===== src/rtl/pdm_capture_ctrl_if.sv =====
// Register-bus bundle for pdm_capture_ctrl: address/data/width strobes plus the
// read data, ready and interrupt lines returned by the block.
interface pdm_capture_ctrl_if;
    logic [5:0]  address;
    logic [31:0] data_in;
    logic [1:0]  data_write_n;
    logic [1:0]  data_read_n;
    logic [31:0] data_out;
    logic        data_ready;
    logic        user_interrupt;

    modport master (
        output address, data_in, data_write_n, data_read_n,
        input  data_out, data_ready, user_interrupt
    );

    modport slave (
        input  address, data_in, data_write_n, data_read_n,
        output data_out, data_ready, user_interrupt
    );
endinterface


===== src/rtl/pdm_capture_ctrl.sv =====
// PDM capture controller: sequences filter flush/warm-up/capture and buffers
// decimated 16-bit PCM samples in a small FIFO behind a register interface.
module pdm_capture_ctrl #(
    parameter int FIFO_DEPTH = 4
) (
    input  logic               clk,
    input  logic               rst_n,
    pdm_capture_ctrl_if.slave  bus,
    input  logic [15:0]        pcm_in,
    input  logic               pcm_valid,
    output logic               filter_en,
    output logic               filter_rst
);

    localparam int PTR_W = (FIFO_DEPTH > 1) ? $clog2(FIFO_DEPTH) : 1;
    localparam int LVL_W = $clog2(FIFO_DEPTH + 1);

    localparam logic [5:0] ADDR_CTRL   = 6'h00;
    localparam logic [5:0] ADDR_STATUS = 6'h04;
    localparam logic [5:0] ADDR_DATA   = 6'h08;
    localparam logic [5:0] ADDR_IRQCFG = 6'h0C;

    localparam logic [1:0] WIDTH_NONE = 2'b11;
    localparam logic [1:0] WIDTH_16   = 2'b01;
    localparam logic [1:0] WIDTH_32   = 2'b10;

    typedef enum logic [1:0] {
        ST_IDLE    = 2'd0,
        ST_FLUSH   = 2'd1,
        ST_WARMUP  = 2'd2,
        ST_CAPTURE = 2'd3
    } state_t;

    state_t state, state_next;

    // Configuration registers
    logic        ctrl_cont;
    logic [7:0]  ctrl_warmup;
    logic [15:0] ctrl_burst;
    logic [2:0]  irq_thresh;
    logic        irq_ie_level;
    logic        irq_ie_done;

    // Sequencing counters and sticky status
    logic [1:0]  flush_cnt;
    logic [7:0]  warm_cnt;
    logic [15:0] sample_cnt;
    logic        done;
    logic        ovf;

    // FIFO storage
    logic [15:0]      mem [FIFO_DEPTH];
    logic [PTR_W-1:0] wr_ptr, rd_ptr;
    logic [LVL_W-1:0] level;

    // Bus decode
    logic wr_lane0, wr_lane1, wr_lane23;
    logic wr_ctrl, wr_status, wr_irqcfg;
    logic start_cmd, stop_cmd;

    assign wr_lane0  = bus.data_write_n != WIDTH_NONE;
    assign wr_lane1  = (bus.data_write_n == WIDTH_16) || (bus.data_write_n == WIDTH_32);
    assign wr_lane23 = bus.data_write_n == WIDTH_32;

    assign wr_ctrl   = wr_lane0 && (bus.address == ADDR_CTRL);
    assign wr_status = wr_lane0 && (bus.address == ADDR_STATUS);
    assign wr_irqcfg = wr_lane0 && (bus.address == ADDR_IRQCFG);

    assign start_cmd = wr_ctrl && bus.data_in[0];
    assign stop_cmd  = wr_ctrl && bus.data_in[1];

    // FIFO control
    logic fifo_full, fifo_empty;
    logic push, push_ok, pop, ovf_set;
    logic done_set, capture_start;

    assign fifo_full  = level == LVL_W'(FIFO_DEPTH);
    assign fifo_empty = level == '0;
    assign pop        = (bus.address == ADDR_DATA) && (bus.data_read_n == WIDTH_32) && !fifo_empty;
    // A pop frees the head slot in the same cycle, so a full FIFO still accepts the push.
    assign push_ok    = push && (!fifo_full || pop);
    assign ovf_set    = push && fifo_full && !pop;

    function automatic logic [PTR_W-1:0] ptr_inc(input logic [PTR_W-1:0] p);
        return (p == PTR_W'(FIFO_DEPTH - 1)) ? '0 : p + 1'b1;
    endfunction

    always_ff @(posedge clk or negedge rst_n) begin
        if (!rst_n) begin
            state <= ST_IDLE;
        end else begin
            // NOTE: all clocked state uses non-blocking assignment so every register samples pre-edge values.
            state <= state_next;
        end
    end

    always_comb begin
        // NOTE: every output gets a default first so no path leaves a latch behind.
        state_next    = state;
        filter_en     = 1'b0;
        filter_rst    = 1'b0;
        push          = 1'b0;
        done_set      = 1'b0;
        capture_start = 1'b0;
        unique case (state)
            ST_IDLE: begin
                if (start_cmd && !stop_cmd) begin
                    state_next    = ST_FLUSH;
                    capture_start = 1'b1;
                end
            end
            ST_FLUSH: begin
                filter_en  = 1'b1;
                filter_rst = 1'b1;
                if (stop_cmd) begin
                    state_next = ST_IDLE;
                end else if (flush_cnt == 2'd3) begin
                    state_next = (ctrl_warmup == 8'd0) ? ST_CAPTURE : ST_WARMUP;
                end
            end
            ST_WARMUP: begin
                filter_en = 1'b1;
                if (stop_cmd) begin
                    state_next = ST_IDLE;
                end else if (pcm_valid && (warm_cnt + 8'd1 == ctrl_warmup)) begin
                    state_next = ST_CAPTURE;
                end
            end
            ST_CAPTURE: begin
                filter_en = 1'b1;
                if (stop_cmd) begin
                    state_next = ST_IDLE;
                end else if (pcm_valid) begin
                    push = 1'b1;
                    if (!ctrl_cont && (ctrl_burst != 16'd0) && (sample_cnt + 16'd1 == ctrl_burst)) begin
                        state_next = ST_IDLE;
                        done_set   = 1'b1;
                    end
                end
            end
            default: state_next = ST_IDLE;
        endcase
    end

    always_ff @(posedge clk or negedge rst_n) begin
        if (!rst_n) begin
            ctrl_cont    <= 1'b0;
            ctrl_warmup  <= '0;
            ctrl_burst   <= '0;
            irq_thresh   <= '0;
            irq_ie_level <= 1'b0;
            irq_ie_done  <= 1'b0;
        end else begin
            if (wr_ctrl) ctrl_cont <= bus.data_in[2];
            if (wr_ctrl && wr_lane1) ctrl_warmup <= bus.data_in[15:8];
            if (wr_ctrl && wr_lane23) ctrl_burst <= bus.data_in[31:16];
            if (wr_irqcfg) begin
                irq_thresh   <= bus.data_in[2:0];
                irq_ie_level <= bus.data_in[3];
                irq_ie_done  <= bus.data_in[4];
            end
        end
    end

    always_ff @(posedge clk or negedge rst_n) begin
        if (!rst_n) begin
            flush_cnt  <= '0;
            warm_cnt   <= '0;
            sample_cnt <= '0;
            done       <= 1'b0;
            ovf        <= 1'b0;
        end else begin
            flush_cnt <= (state == ST_FLUSH) ? flush_cnt + 2'd1 : 2'd0;

            if (state != ST_WARMUP) warm_cnt <= '0;
            else if (pcm_valid)     warm_cnt <= warm_cnt + 8'd1;

            if (capture_start) sample_cnt <= '0;
            else if (push)     sample_cnt <= sample_cnt + 16'd1;

            // A new event wins over a same-cycle software clear so it is never lost.
            if (done_set)                                         done <= 1'b1;
            else if (capture_start || (wr_status && bus.data_in[6])) done <= 1'b0;

            if (ovf_set)                           ovf <= 1'b1;
            else if (wr_status && bus.data_in[5]) ovf <= 1'b0;
        end
    end

    // NOTE: sample storage has no reset; level/pointers gate every read, so stale data is never visible.
    always_ff @(posedge clk) begin
        if (push_ok) mem[wr_ptr] <= pcm_in;
    end

    always_ff @(posedge clk or negedge rst_n) begin
        if (!rst_n) begin
            wr_ptr <= '0;
            rd_ptr <= '0;
            level  <= '0;
        end else begin
            if (push_ok) wr_ptr <= ptr_inc(wr_ptr);
            if (pop)     rd_ptr <= ptr_inc(rd_ptr);
            unique case ({push_ok, pop})
                2'b10:   level <= level + 1'b1;
                2'b01:   level <= level - 1'b1;
                default: level <= level;
            endcase
        end
    end

    always_comb begin
        bus.data_out = '0;
        case (bus.address)
            ADDR_CTRL:   bus.data_out = {ctrl_burst, ctrl_warmup, 5'd0, ctrl_cont, 2'd0};
            ADDR_STATUS: bus.data_out = {25'd0, done, ovf, 3'(level), state};
            ADDR_DATA:   if (!fifo_empty) bus.data_out = {16'h0000, mem[rd_ptr]};
            ADDR_IRQCFG: bus.data_out = {27'd0, irq_ie_done, irq_ie_level, irq_thresh};
            default:     bus.data_out = '0;
        endcase
    end

    logic level_hit;
    assign level_hit = irq_ie_level && (irq_thresh != 3'd0) && (32'(level) >= 32'(irq_thresh));

    assign bus.user_interrupt = level_hit || (irq_ie_done && done) || ovf;
    assign bus.data_ready     = 1'b1;

endmodule


===== src/flat_wrapper.sv =====
// flat-port wrapper written by rule: the top's interface ports become plain ports
module pdm_capture_ctrl_flat 
#(
    parameter int FIFO_DEPTH = 4
)
  (clk, rst_n, pcm_in, pcm_valid, filter_en, filter_rst, bus_address, bus_data_in, bus_data_write_n, bus_data_read_n, bus_data_out, bus_data_ready, bus_user_interrupt);
  pdm_capture_ctrl_if bus_i ();
  input  logic clk;
  input  logic rst_n;
  input  logic [15:0] pcm_in;
  input  logic pcm_valid;
  output logic filter_en;
  output logic filter_rst;
  input wire logic [$bits(bus_i.address)-1:0] bus_address;
  input wire logic [$bits(bus_i.data_in)-1:0] bus_data_in;
  input wire logic [$bits(bus_i.data_write_n)-1:0] bus_data_write_n;
  input wire logic [$bits(bus_i.data_read_n)-1:0] bus_data_read_n;
  output wire logic [$bits(bus_i.data_out)-1:0] bus_data_out;
  output wire logic [$bits(bus_i.data_ready)-1:0] bus_data_ready;
  output wire logic [$bits(bus_i.user_interrupt)-1:0] bus_user_interrupt;
  assign bus_i.address = bus_address;
  assign bus_i.data_in = bus_data_in;
  assign bus_i.data_write_n = bus_data_write_n;
  assign bus_i.data_read_n = bus_data_read_n;
  assign bus_data_out = bus_i.data_out;
  assign bus_data_ready = bus_i.data_ready;
  assign bus_user_interrupt = bus_i.user_interrupt;
  pdm_capture_ctrl #(.FIFO_DEPTH(FIFO_DEPTH)) u_core (.clk(clk), .rst_n(rst_n), .bus(bus_i), .pcm_in(pcm_in), .pcm_valid(pcm_valid), .filter_en(filter_en), .filter_rst(filter_rst));
endmodule

===== config.mk =====
export PLATFORM = sky130hd
export DESIGN_NAME = pdm_capture_ctrl_flat
export DESIGN_NICKNAME = d
export VERILOG_FILES = /design/src/rtl/pdm_capture_ctrl_if.sv /design/src/rtl/pdm_capture_ctrl.sv /design/src/flat_wrapper.sv
export SDC_FILE = /design/constraint.sdc
export NUM_CORES = 1
export LEC_CHECK = 0
export BUFFER_PORTS_ARGS = -buffer_cell sky130_fd_sc_hd__buf_4
export CORE_MARGIN = 3
export CORE_UTILIZATION = 30
export DETAILED_ROUTE_END_ITERATION = 8
export RECOVER_POWER = 25
export SYNTH_ARGS = -nofsm -noshare
export SYNTH_HDL_FRONTEND = slang
export SYNTH_SLANG_ARGS = --single-unit
export TNS_END_PERCENT = 20

===== constraint.sdc =====
create_clock -name clk -period 3.39 [get_ports clk]
set_clock_uncertainty 0.2 [all_clocks]
set_input_delay 0.339 -clock clk [delete_from_list [all_inputs] [get_ports clk]]
set_output_delay 0.339 -clock clk [all_outputs]
set_load 0.03 [all_outputs]

* After elaboration in Yosys (flattened, before gate mapping) *
Memories as Yosys holds them, arrays and structs flattened.
Cells that the tools add are included.
Widths: inputs -> output; s select.

word-level totals
  flip-flop bits (word level) = 67
  bits in latches = 0
  bits in writable memories = 64
  bits in read-only memories = 0
  input bits = 61
  output and inout port bits = 36
  word-level logic and storage cells = 129
  memories kept = 1

memories
  memory      words  bits a word  read ports  clocked after memory_dff  write ports  RTL line                text
  u_core.mem  4      16           1           0                         1            pdm_capture_ctrl.sv:52  logic [15:0] mem [FIFO_DEPTH];

operators by class
  add/sub/neg operators = 7
  multiply operators = 0
  div/mod/pow operators = 0
  magnitude comparators = 1
  eq/ne operators = 24
  shifts and indexed selects = 0
  multiplexer cells = 37
  bitwise operators = 0
  reduce and logical (&&, ||, !) cells = 44

operator list
  operator               number
  $pmux 32 s4            1
  $mux 16                3
  $mux 2                 11
  $logic_and 1x1->1      21
  $mux 1                 18
  $add 16x1->16 const B  1
  $eq 16x16->1           1
  $eq 2x2->1 const B     8
  $mux 8                 2
  $reduce_bool 16->1     1
  $eq 6x4->1 const B     2
  $reduce_bool 2->1      5
  $ne 3x1->1 const B     3
  $add 8x1->8 const B    1
  $eq 8x8->1             1
  $logic_not 8->1        1
  $pmux 2 s4             1
  $add 2x1->2 const B    3
  $eq 2x1->1 const B     3
  $eq 6x3->1 const B     1
  $logic_not 6->1        1
  $pmux 3 s2             1
  $logic_not 1->1        5
  $logic_or 1x1->1       5
  other kinds (12)       13

* Logic depth before layout (Yosys ltp) *
  depth after elaboration = 10
  mapped depth = 9
  depth with buffers taken out = 8

* Worst setup path after synthesis *
Ideal clock, no wire load.

  path kind = input to register
  start = input bus_address[1]
  end = memory u_core.mem[3][0], enable pin
  library setup time = 0.374 ns
  arrival time = 2.029 ns
  required time = 2.816 ns
  slack = 0.787 ns
  cell stages on the path = 6
  path buffers = 1
  cells stage by stage = nor4_4 > nand4b_1 > or3b_1 > buf_6 > a31oi_4 > and2_1

on the way
  longest elaborated chain between the ends = 8
  elaborated cells on any way between the ends = 12
  those cells by class = eq/ne: 1; mux: 4; reduce/logical: 7

RTL lines
  what                            RTL line                 text
  start, declared                 flat_wrapper.sv:14       input wire logic [$bits(bus_i.address)-1:0] bus_address;
  $logic_not 6->1                 pdm_capture_ctrl.sv:65   assign wr_ctrl = wr_lane0 && (bus.address == ADDR_CTRL);
  $logic_and 1x1->1               pdm_capture_ctrl.sv:65
  $logic_and 1x1->1               pdm_capture_ctrl.sv:70   assign stop_cmd = wr_ctrl && bus.data_in[1];
  $mux 1                          pdm_capture_ctrl.sv:131  if (stop_cmd) begin
  $mux 1                          pdm_capture_ctrl.sv:105  unique case (state)
  $logic_and 1x1->1 *             pdm_capture_ctrl.sv:81   assign push_ok = push && (!fifo_full || pop);
  $mux 1 *                        pdm_capture_ctrl.sv:192  if (push_ok) mem[wr_ptr] <= pcm_in;
  $mux 1 (implied by the code) *  pdm_capture_ctrl.sv:192
  end, declared                   pdm_capture_ctrl.sv:52

Every way passes the cells marked *; elsewhere a longest branch is shown, timed or not.

* Final worst setup path *
  start = register u_core.level[1]
  end = memory u_core.mem[1][12], enable pin

on the way
  longest elaborated chain between the ends = 7
  elaborated cells on any way between the ends = 9
  those cells by class = eq/ne: 1; mux: 2; reduce/logical: 6

RTL lines
  what                            RTL line                 text
  start, declared                 pdm_capture_ctrl.sv:54   logic [LVL_W-1:0] level;
  start signal, assigned          pdm_capture_ctrl.sv:204  2'b10: level <= level + 1'b1;
  start signal, assigned          pdm_capture_ctrl.sv:205  2'b01: level <= level - 1'b1;
  start signal, assigned          pdm_capture_ctrl.sv:206  default: level <= level;
  $logic_not 3->1                 pdm_capture_ctrl.sv:78   assign fifo_empty = level == '0;
  $logic_not 1->1                 pdm_capture_ctrl.sv:79   assign pop = (bus.address == ADDR_DATA) && (bus.data_read_n == WIDTH_32) && !fifo_empty;
  $logic_and 1x1->1               pdm_capture_ctrl.sv:79
  $logic_or 1x1->1 *              pdm_capture_ctrl.sv:81
  $logic_and 1x1->1 *             pdm_capture_ctrl.sv:81
  $mux 1 *                        pdm_capture_ctrl.sv:192
  $mux 1 (implied by the code) *  pdm_capture_ctrl.sv:192

Marked as above.

==> run_results.csv <==
group,metric,value,unit
synthesis,synth_top_cell_area_share,28.94,%
worst_setup_path,cp.required,3.24,ns
floorplanning,die_h,154.8,µm
global_routing,grt_pass1_wl,26520,µm
routing,first_pass_iters,5,
power,swShare,31.99,%
synthesis,synth_cells,532,
routing,routed_via_density,5.030,
clock_network,cts_sinks,131,
worst_setup_path,reg2reg_slack,0.45,ns
timing,slew_headroom,-11.67,%
clock_network,insertion_delay,0.43,ns
global_routing,grt_pass1_vias,4906,
timing,tns,0,ns
run_status,status,"complete, but fails checks",
worst_setup_path,cp_slowest_cell,"and2_1",
synthesis,ys_seq_area_share,54.19,%
global_routing,use_met2,23.11,%
timing,finalCriticalPeriod,2.939,ns
global_routing,grt_max_degree,68,
routing,drc,0,
clock_network,cts_root_buf,"clkbuf_16",
synthesis,yosysTopAreaCell,"edfxtp_1",
timing,fmax,0.3402,GHz
clock_network,cts_max_level,4,
placement,port_buffers,94,
power,p_sw,1668,µW
run_status,violations,"max-capacitance violations, max-slew violations",
worst_setup_path,critPathKind,"reg2reg",
placement,hpwl,11340,µm
clock_network,cts_tree,"built",
flow_run,drv_cap,1,
clock_network,cts_buffer_depth,2,
floorplanning,initial_core_util,31.10,%
global_routing,antenna_found_initial,0,
clock_network,ctsHoldBuffers,47,
worst_setup_path,r2r_end,"u_core.mem[1][12]",
synthesis,synth-seq-cells,131,
placement,gp_congestion,0.8387,
global_routing,use_met3,3.637,%
synthesis,synth_edf_count,64,
synthesis,synthArstFlopShare,51.15,%
finish,fillers,2021,
power,pwr-share-seq,41.9,%
floorplanning,core-area,21350,µm²
power,p_int,3546,µW
worst_setup_path,max_stage_delay,0.76,ns
finish,syn_to_final_growth,29.89,%
power,power,5214,µW
synthesis,ys_warn_count,0,
worst_setup_path,rr_worst_depth,5,
floorplanning,io_pins,97,
timing,setup_viol,0,
power,cellPowerDensity,604.6,nW/µm²
worst_setup_path,cp_cell_sequence,"or3_1 -> nand4b_1 -> or3b_1 -> a31oi_4 -> and2_1",
clock_network,worst_setup_hold_path_clk_slew,0.07,ns
floorplanning,die_w,154.8,µm
finish,diodes,0,
routing,wirelength,16200,µm
synthesis,synthesis.area,6640,µm²
synthesis,synth_nets,607,
routing,vias,4824,
clock_network,cts-buffers-inserted,17,
worst_hold_path,hold_end,"u_core.ovf",
finish,instances_no_fill,959,
worst_hold_path,hold_start,"bus_data_in[5]",
synthesis,ys_types,60,
power,pwr-share-clk,36.2,%
routing,drt_iter0_markers,241,
timing,whs,0.03117,ns
placement,dp.cells,880,
power,leakage,0.003620,µW
global_routing,track_usage,14.05,%
floorplanning,dieArea,23960,µm²
timing,tightest_slew,1.675,ns
worst_setup_path,crit_arrival,2.79,ns
clock_network,cts.repair.resized,0,
clock_network,cts_setup_buffers,0,
timing,hold_viol,0,
global_routing,grt-ovfl-total,0,
timing,finalMaxSlewViolations,68,
power,power_frac_comb,21.8,%
routing,wl_per_cell,16.89,µm
worst_setup_path,cp_max_fo,16,
synthesis,ys.flop_type,"dfrtp_1",
global_routing,grt_use_met1,18.34,%
worst_hold_path,hold_path_class,"in2reg",
worst_setup_path,crit_path_start_kind,"flip-flop",
timing,rsz0062_at_grt,"false",
worst_setup_path,rr_startpoint,"u_core.level[1]",
finish,finish.utilization,40.39,%
worst_hold_path,min_path_cells,4,
synthesis,yosys-top-cells-area,"edfxtp_1, dfrtp_1, mux4_2",
power,ir_drop,0.4140,mV
worst_setup_path,cp-end-kind,"flip-flop",
routing,ant_nets,0,
floorplanning,num_rows,53,
synthesis,syn_area_per_cell,12.48,µm²
global_routing,top_usage_layer,"met2",
finish,final_nets,746,
timing,finalCritPeriodShare,86.71,%
finish,drive_above_1_share,25.29,%
-- layer usage --
metal | vias to the layer above | share of wire [%]
met5 | - | 0
met4 | 0 | 1.3
met3 | 16 | 5.6
met2 | 141 | 49
met1 | 2375 | 44
li1 | 2292 | -
-- Yosys cell counts (all sizes together), types with 4 or more instances --
master and number:
a21oi 13, a22o 10, a31oi 8, and2 9, and3 22, and4 5
buf 18, clkbuf 12, dfrtp 67, edfxtp 64, ha 13, inv 14
mux2 31, mux2i 10, mux4 16, nand2 25, nand2b 4, nand3 10
nand4 12, nor2 28, nor2b 7, nor3 9, nor4 9, o21ai 27
o2bb2ai 4, o31ai 11, or3 6, xnor2 16, xor2 17
-- worst max path at each step --
stage,slack [ns],from,to
6_report,0.45,u_core.level[1],u_core.mem[1][12]
5_1_grt,0.24,u_core.level[1],u_core.mem[2][12]
4_1_cts,0.45,u_core.level[1],u_core.mem[2][12]
3_5_place_dp,0.23,bus_address[1],u_core.mem[2][11]
3_3_place_gp,0.33,bus_address[1],u_core.mem[3][11]
2_1_floorplan,0.79,bus_address[1],u_core.mem[3][0]
-- power by group through the flow --
stage / Clock (µW) / Sequential (µW) / Combinational (µW)
after floorplan: 0 / 2130 / 803
after global placement: 0 / 2200 / 1080
after detailed placement: 0 / 2210 / 1110
after CTS: 1930 / 2180 / 1160
after global routing: 2020 / 2220 / 1290
final: 1890 / 2190 / 1140
-- state kept, by name (all words and copies together), names as in the netlist, 2 cells and up --
signal              flops
u_core.level            3
u_core.flush_cnt        2
u_core.mem             64
u_core.ctrl_burst      16
u_core.rd_ptr           2
u_core.ctrl_warmup      8
u_core.state            2
u_core.wr_ptr           2
u_core.sample_cnt      16
u_core.irq_thresh       3
u_core.warm_cnt         8
-- layout by cell type (no fill, tap or decap), types with 10 or more instances in the layout --
cell / count
clkbuf_16: 17
mux2_2: 31
nand2_1: 24
dlygate4sd3_1: 47
edfxtp_1: 64
clkbuf_1: 16
nor2_1: 28
ha_1: 13
xnor2_1: 16
buf_4: 86
a21oi_1: 13
inv_1: 14
o21ai_0: 27
and3_1: 22
mux2i_1: 10
xor2_1: 17
a22o_1: 10
mux4_2: 16
dfrtp_1: 67
o31ai_1: 11
nand4_1: 10
-- through the flow --
stage / setup WS, ns / area, µm²
6_report: 0.4506 / 8625
5_1_grt: 0.2435 / 8625
4_1_cts: 0.4520 / 8687
3_5_place_dp: 0.2327 / 7610
3_3_place_gp: 0.3277 / 7610
2_1_floorplan: 0.7874 / 6640
-- critical path: cells and delay by family (launching register included) --
| kind | cells | cell delay (ns) |
|---|---|---|
| simple gates | 4 | 1.60 |
| flops | 1 | 0.44 |
| compound gates | 1 | 0.30 |
-- cell families (layout without fill, tap and decap cells) --
family          count (synthesis)  count (layout)  share of synthesized area, %
compound gates                 94              94                         9.629
xor+xnor                       33              33                         4.353
fa+ha+maj                      14              14                         2.751
buf+inv                        44             196                         3.015
flops                         131             131                         54.19
mux                            57              57                         12.19
other cells                     1               1                       0.05647
simple gates                  158             158                         13.81
-- area by class of cell --
class	instances	area, µm²	share of cell area, %
Multi-Input combinational cell	357	2841	32.95
Timing Repair Buffer	150	1181	13.70
Clock buffer	17	425.4	4.933
Clock inverter	15	181.4	2.104
Inverter	14	52.55	0.6093
Tap cell	275	344.1	3.990
Sequential cell	131	3598	41.72
(Power assumes the default switching activity.)
